--- src/rtl/regfile_sb.sv ---
// Multi-read-port register file with a per-register pending scoreboard,
// a popcount-tracking pending counter and optional write-to-read bypass.
module regfile_sb #(
   parameter int unsigned DATA_W   = 16,
   parameter int unsigned NUM_REGS = 16,
   parameter int unsigned ADDR_W   = $clog2(NUM_REGS),
   parameter int unsigned NUM_RD   = 2,
   parameter bit          ZERO_REG = 1'b1,
   parameter bit          BYPASS   = 1'b1
) (
   input  logic                             clk,
   input  logic                             rst,
   input  logic                             WriteReg,
   input  logic [ADDR_W-1:0]                DstReg,
   input  logic [DATA_W-1:0]                DstData,
   input  logic                             IssueEn,
   input  logic [ADDR_W-1:0]                IssueReg,
   input  logic [NUM_RD*ADDR_W-1:0]         SrcReg,
   output logic [NUM_RD*DATA_W-1:0]         SrcData,
   output logic [NUM_RD-1:0]                SrcReady,
   output logic [$clog2(NUM_REGS+1)-1:0]    PendCount
);

   localparam int unsigned CNT_W = $clog2(NUM_REGS + 1);

   logic [DATA_W-1:0]   regs_q [NUM_REGS];
   logic [NUM_REGS-1:0] pend_q, pend_d;
   logic [CNT_W-1:0]    cnt_q, cnt_d;
   logic                wr_c, iss_c, inc_c, dec_c;

   // Effective write/issue after zero-register masking; issue beats write on a shared index.
   always_comb begin
      wr_c   = WriteReg && !(ZERO_REG && (DstReg == '0));
      iss_c  = IssueEn && !(ZERO_REG && (IssueReg == '0));
      inc_c  = iss_c && !pend_q[IssueReg];
      dec_c  = wr_c && pend_q[DstReg] && !(iss_c && (IssueReg == DstReg));
      pend_d = pend_q;
      if (wr_c) begin
         pend_d[DstReg] = 1'b0;
      end
      if (iss_c) begin
         pend_d[IssueReg] = 1'b1;
      end
      cnt_d = cnt_q + CNT_W'(inc_c) - CNT_W'(dec_c);
   end

   always_ff @(posedge clk) begin
      if (rst) begin
         for (int unsigned i = 0; i < NUM_REGS; i++) begin
            regs_q[i] <= '0;
         end
         pend_q <= '0;
         cnt_q  <= '0;
      end else begin
         if (wr_c) begin
            regs_q[DstReg] <= DstData;
         end
         pend_q <= pend_d;
         cnt_q  <= cnt_d;
      end
   end

   assign PendCount = cnt_q;

   // Read ports: zero register, then forwarded write, then stored state.
   always_comb begin
      logic [ADDR_W-1:0] src;
      SrcData  = '0;
      SrcReady = '0;
      src      = '0;
      for (int unsigned p = 0; p < NUM_RD; p++) begin
         src = SrcReg[p*ADDR_W +: ADDR_W];
         if (ZERO_REG && (src == '0)) begin
            SrcData[p*DATA_W +: DATA_W] = '0;
            SrcReady[p]                 = 1'b1;
         end else if (BYPASS && WriteReg && !rst && (DstReg == src)) begin
            SrcData[p*DATA_W +: DATA_W] = DstData;
            SrcReady[p]                 = 1'b1;
         end else begin
            SrcData[p*DATA_W +: DATA_W] = regs_q[src];
            SrcReady[p]                 = !pend_q[src];
         end
      end
   end

endmodule

--- config.mk ---
export PLATFORM = sky130hd
export DESIGN_NAME = regfile_sb
export DESIGN_NICKNAME = d
export VERILOG_FILES = /design/src/rtl/regfile_sb.sv
export SDC_FILE = /design/constraint.sdc
export NUM_CORES = 1
export LEC_CHECK = 0
export BUFFER_PORTS_ARGS = -buffer_cell sky130_fd_sc_hd__buf_2
export CAP_MARGIN = 15
export CORE_ASPECT_RATIO = 0.7
export CORE_MARGIN = 5
export CORE_UTILIZATION = 40
export CTS_BUF_LIST = sky130_fd_sc_hd__clkbuf_8
export DETAILED_ROUTE_END_ITERATION = 6
export PLACE_DENSITY = 0.56
export REMOVE_ABC_BUFFERS = 1
export SLEW_MARGIN = 15
export SYNTH_ARGS = -nofsm -noshare
export SYNTH_HDL_FRONTEND = slang
export SYNTH_SLANG_ARGS = --single-unit
--- constraint.sdc ---
create_clock -name clk -period 5.85 [get_ports clk]
set_input_delay 0 -clock clk [delete_from_list [all_inputs] [get_ports clk]]
set_output_delay 0 -clock clk [all_outputs]
set_load 0.1 [all_outputs]
# Yosys cells after proc, flatten, opt, wreduce, memory -nomap -nowiden
# Memory sizes are Yosys's and may differ from the RTL's.
# Cells that the tools add are included.
[op_classes]
addsub = 2
n_lt_le_gt_ge = 6
n_eq_ne = 3
muxes = 30
bitwise_logic = 3
n_reduce_logical = 23
[op_table]
columns = ["op", "count"]
rows = [
  ["2-to-1 mux 16 bit", 7],
  ["less-than comparator 4 x 5 -> 1 bit, second input constant", 4],
  ["AND 16 bit", 1],
  ["binary-select mux 1 bit (select 4 bit)", 4],
  ["zero test 4 bit", 4],
  ["2-to-1 mux 1 bit", 16],
  ["inverter 16 bit", 1],
  ["bitwise OR 16 bit", 1],
  ["OR reduction 16 bit", 1],
  ["== test 4 bit", 3],
  ["logical AND 1 bit", 11],
  ["demux 1 bit (select 4 bit)", 2],
  [">= comparator 4 x 1 -> 1 bit, second input constant", 2],
  ["zero test 1 bit", 7],
  ["adder 5 x 1 -> 5 bit", 1],
  ["subtractor 5 x 1 -> 5 bit", 1],
  ["2-to-1 mux 4 bit", 1],
]
[word_totals]
regBits = 21
mem_bits_rw = 256
out_inout_bits = 39
wordCells = 70
memories = 1
[memory_table]
columns = ["memory", "depth", "word_bits", "rd", "rd_clocked_by_memory_dff", "wr", "line", "text"]
rows = [
  ["regs_q", 16, 16, 2, 0, 16, "26", "logic [DATA_W-1:0] regs_q [NUM_REGS];"],
]

# Depth between registers and ports, before layout
[logic_depth]
word_depth = 9
mapped_depth = 14
depth_no_buf = 12

# Worst setup path before layout
# Ideal clock, no wire load.
[synth_timing]
path_type = "input port to output port"
startpoint = "input SrcReg[0]"
endpoint = "output SrcData[10]"
arrival_ps = 2716
t_required_ps = 5850
setup_slack_ps = 3134
stages = 7
path_cell_list = "buf_2 or3b_1 clkbuf_1 buf_2 o22ai_1 a211oi_1 a31oi_1"
[synth_via]
elab_chain_len = 4
[synth_lines]
columns = ["element", "line", "text"]
rows = [
  ["start, declared", "18", "input logic [NUM_RD*ADDR_W-1:0] SrcReg,"],
  ["branches (longest 3 deep; another with memory (16 x 16 bit))", "--", ""],
  ["2-to-1 mux 16 bit *", "73", "if (ZERO_REG && (src == '0)) begin"],
  ["end, declared", "19", "output logic [NUM_RD*DATA_W-1:0] SrcData,"],
]
# Mark *: on every way between the ends.

# Worst setup path in the final report
[layout_timing]
startpoint = "input rst"
endpoint = "output SrcData[2]"
[layout_via]
elab_chain_len = 5
[layout_lines]
columns = ["element", "line", "text"]
rows = [
  ["start, declared", "12", "input logic rst,"],
  ["zero test 1 bit", "76", "end else if (BYPASS && WriteReg && !rst && (DstReg == src)) begin"],
  ["logical AND 1 bit (2 in a row)", "76", ""],
  ["2-to-1 mux 16 bit", "76", ""],
  ["2-to-1 mux 16 bit", "73", ""],
]
# Every way passes these cells.

==> results.py <==
metrics = {
    "status": {
        "outcome": "completed",
    },
    "routing": {
        "drtAntennaViolNets": 0,
        "remaining_drc_errors": 0,
        "vias": 10795,
        "wire_per_inst_um": 27.02,
        "first_pass_iters": 5,
        "drtIter0Drc": 1046,
        "drt_wl_total_mm": 49.68,
        "viasPerCell": 5.870,
    },
    "logic_synthesis": {
        "synth_edf_count": 256,
        "synth_ff_type": "edfxtp_1",
        "synth_area_leader_cell": "edfxtp_1",
        "synthCells": 1211,
        "synthTopCellsByArea": "edfxtp_1 (49%), mux4_2 (11%), and2_1 (9.6%), mux2i_1 (8.2%), dfxtp_1 (2.7%)",
        "syn_area_um2": 15740,
        "avgSynthCellArea_um2": 13.00,
        "synth.distinct_cells": 54,
        "synth_seq_cells": 277,
        "async_flop_share_pct": 0,
        "yosysWarnings": 0,
        "seq_area_frac_synth_pct": 51.50,
        "yosysTopAreaCellShare_pct": 48.83,
    },
    "floorplan": {
        "core_um2": 38660,
        "boundaryPins": 75,
        "dieArea_um2": 43490,
        "num_rows": 60,
        "dieWidth_um": 247.1,
        "die_h_um": 176.0,
        "initial_utilization_pct": 40.72,
    },
    "clocking": {
        "cts_inserted_buffers": 46,
        "path_clk_slew_ns": 0.06,
        "clock-sinks": 277,
        "clk_path_buf_depth": 3,
        "clk_latency_ns": 0.58,
        "cts_root_buffer": "clkbuf_8",
        "cts_tree": "done",
        "htreeDepth": 2,
    },
    "critical_path": {
        "cp.required_ns": 5.85,
        "arrival_ns": 3.46,
        "max_stage_delay_ns": 0.68,
        "endpoint_kind": "output port",
        "cp_slowest_cell": "or2_1",
        "r2r_slack_ns": 2.84,
        "path_class": "in2out",
        "cpMostUsedCell": "buf_2",
        "path_max_fanout": 44,
        "crit_path_start_kind": "primary input",
        "crit_chain": "dlygate4sd3_1 > buf_2 > buf_4 > nor2b_1 > nand2_1 > or2_1 > a31oi_1 > buf_2",
    },
    "layout": {
        "fin_cells": 1839,
        "syn_to_final_growth_pct": 11.00,
        "drive_gt1_share_pct": 19.28,
        "final_nets": 1326,
        "multi_input_area_um2": 7048,
        "fillers": 3525,
        "final-seq-area_um2": 8108,
        "post-route-util_pct": 45.20,
        "antennaDiodeCount": 0,
    },
    "power_and_ir_drop": {
        "ir_drop_uv": 147.5,
        "leakage_nw": 6.437,
        "power_mw": 4.965,
        "power-per-cell-area_nw_per_um2": 284.1,
    },
    "timing": {
        "worstMarginPinSlew_ns": 1.241,
        "layout_setup_ws_ns": 2.393,
        "rsz0062_at_grt": "no",
        "fin_crit_sh_pct": 59.10,
        "finalSetupTns_ns": 0,
        "fin_crit_ns": 3.457,
        "final-setup-viol-count": 0,
        "max_freq_ghz": 0.2892,
        "drv_slew": 0,
        "finClkSkew_ns": 0.009752,
        "hold_viol": 0,
        "relSlewSlack_pct": 16.97,
    },
    "hold_path": {
        "hp-class": "in2reg",
    },
    "global_routing": {
        "grt_pass1_wl_mm": 73.07,
        "grt_pass1_vias": 10447,
        "gr-total-overflow": 0,
        "antenna_found_initial": 1,
        "groute.usage.overall_pct": 22.66,
        "grt_start_max_net_pins": 45,
    },
    "placement": {
        "dp_cells": 1737,
        "dpl.hpwl_mm": 33.90,
        "gp_congestion": 0.9005,
        "io_buffers": 74,
        "pre_cts_ws_ns": 2.704,
    },
    "job": {
        "maxCapViolations": 0,
    },
}
## synth_stat cells (2+ instances only)
cell and instances:
inv_1 19, or3_1 3, a31oi_1 15, nor2b_1 23, clkbuf_1 52, nand3_1 18, and3_1 2, o21ai_1 9
buf_6 4, a31o_2 3, a21o_1 9, and3b_1 3, o22ai_1 64, xnor2_1 12, xor2_1 2, nor2_1 25
nand4_1 2, dfxtp_1 21, nand3b_1 5, a22oi_1 5, buf_2 41, a22o_1 2, nand2_1 22, a2111oi_0 3
and2_1 241, edfxtp_1 256, nor3_2 3, mux2i_1 129, or2_1 4, ha_1 5, mux4_2 79, nor3_1 2
buf_4 10, nand2b_1 5, buf_12 2, or3b_1 4, buf_1 4, o31ai_1 32, mux2_2 2, nor3b_1 4
a211oi_1 19, a2111oi_2 12, a21oi_1 23
## critical path: cells and delay by family
| family | cells | cell delay (ns) |
|---|---|---|
| AO/OA/AOI/OAI | 1 | 0.45 |
| buffers and inverters | 4 | 1.43 |
| AND/OR/NAND/NOR | 3 | 1.54 |
## registers in the layout, summed over array words and instances, names as in the netlist
signal / cells
PendCount: 5
regs_q: 256
pend_q: 16
## where the power goes
| part | switching, mW | internal (mW) | total, mW |
|---|---|---|---|
| clock | 0.795 | 0.762 | 1.56 |
| combinational | 0.765 | 0.288 | 1.05 |
| sequential | 0.0653 | 2.29 | 2.36 |
## logic make-up (layout without fill, tap and decap cells)
group                    after synthesis  in the layout  share of synthesized area (%)
AND/OR/NAND/NOR                      368            368                          14.00
multiplexers                         210            210                          19.65
buffers and inverters                132            218                          4.109
AO/OA/AOI/OAI                        202            202                          9.314
other                                  1             16                        0.02382
adder cells (fa/ha/maj)                6              6                         0.5245
XOR/XNOR                              15             15                         0.8822
flip-flops                           277            277                          51.50
## path summary, 6_finish.rpt
path / from / end / depth (start not counted)
hold / removal: IssueReg[0] / pend_q[7]$_SDFF_PP0_ / 4
setup reg to reg: pend_q[7]$_SDFF_PP0_ / PendCount[4]$_SDFF_PP0_ / 12
hold reg to reg: pend_q[11]$_SDFF_PP0_ / pend_q[11]$_SDFF_PP0_ / 2
setup / recovery: rst / SrcData[2] / 8
## layout make-up
class | instances | share of cell area, %
Clock buffer | 49 | 3.859
Clock inverter | 27 | 0.6086
Inverter | 19 | 0.4081
Multi-Input combinational cell | 817 | 40.33
Sequential cell | 277 | 46.40
Tap cell | 527 | 3.773
Timing Repair Buffer | 123 | 4.625
## per-stage QoR
stage	instance area, um^2	hold slack, ns
after floorplan	15220	0.07161
after global placement	16430	0.3718
after detailed placement	16430	0.3774
after CTS	17470	0.05440
after global routing	17480	0.1366
final	17480	0.1127
## cells in the final DEF, fill, tap and decap left out, types with 16 or more instances in the layout
cell	instances
dfxtp_1	21
and2_1	241
a211oi_1	19
nand2_1	22
nor2b_1	23
nor2_1	24
edfxtp_1	256
conb_1	16
mux2i_1	129
buf_2	72
mux4_2	79
dlygate4sd3_1	26
buf_4	25
a21oi_1	23
clkbuf_8	49
inv_1	37
o22ai_1	64
o31ai_1	32
nand3_1	18
## routing by layer
layer | part of all wire, % | vias to the layer above | global-route usage, %
li1 | - | 4745 | -
met1 | 48 | 5468 | 36.89
met2 | 39 | 525 | 29.52
met3 | 11 | 57 | 6.976
met4 | 1.5 | 0 | 4.043
met5 | 0 | - | 0
## repair_timing
| action | in CTS | in global routing |
|---|---|---|
| endpoints found under the hold margin | 261 | 0 |
| resized for setup | 0 | 0 |
| hold buffers | 26 | 0 |
| buffers inserted | 0 | 0 |
(Power assumes the default switching activity.)
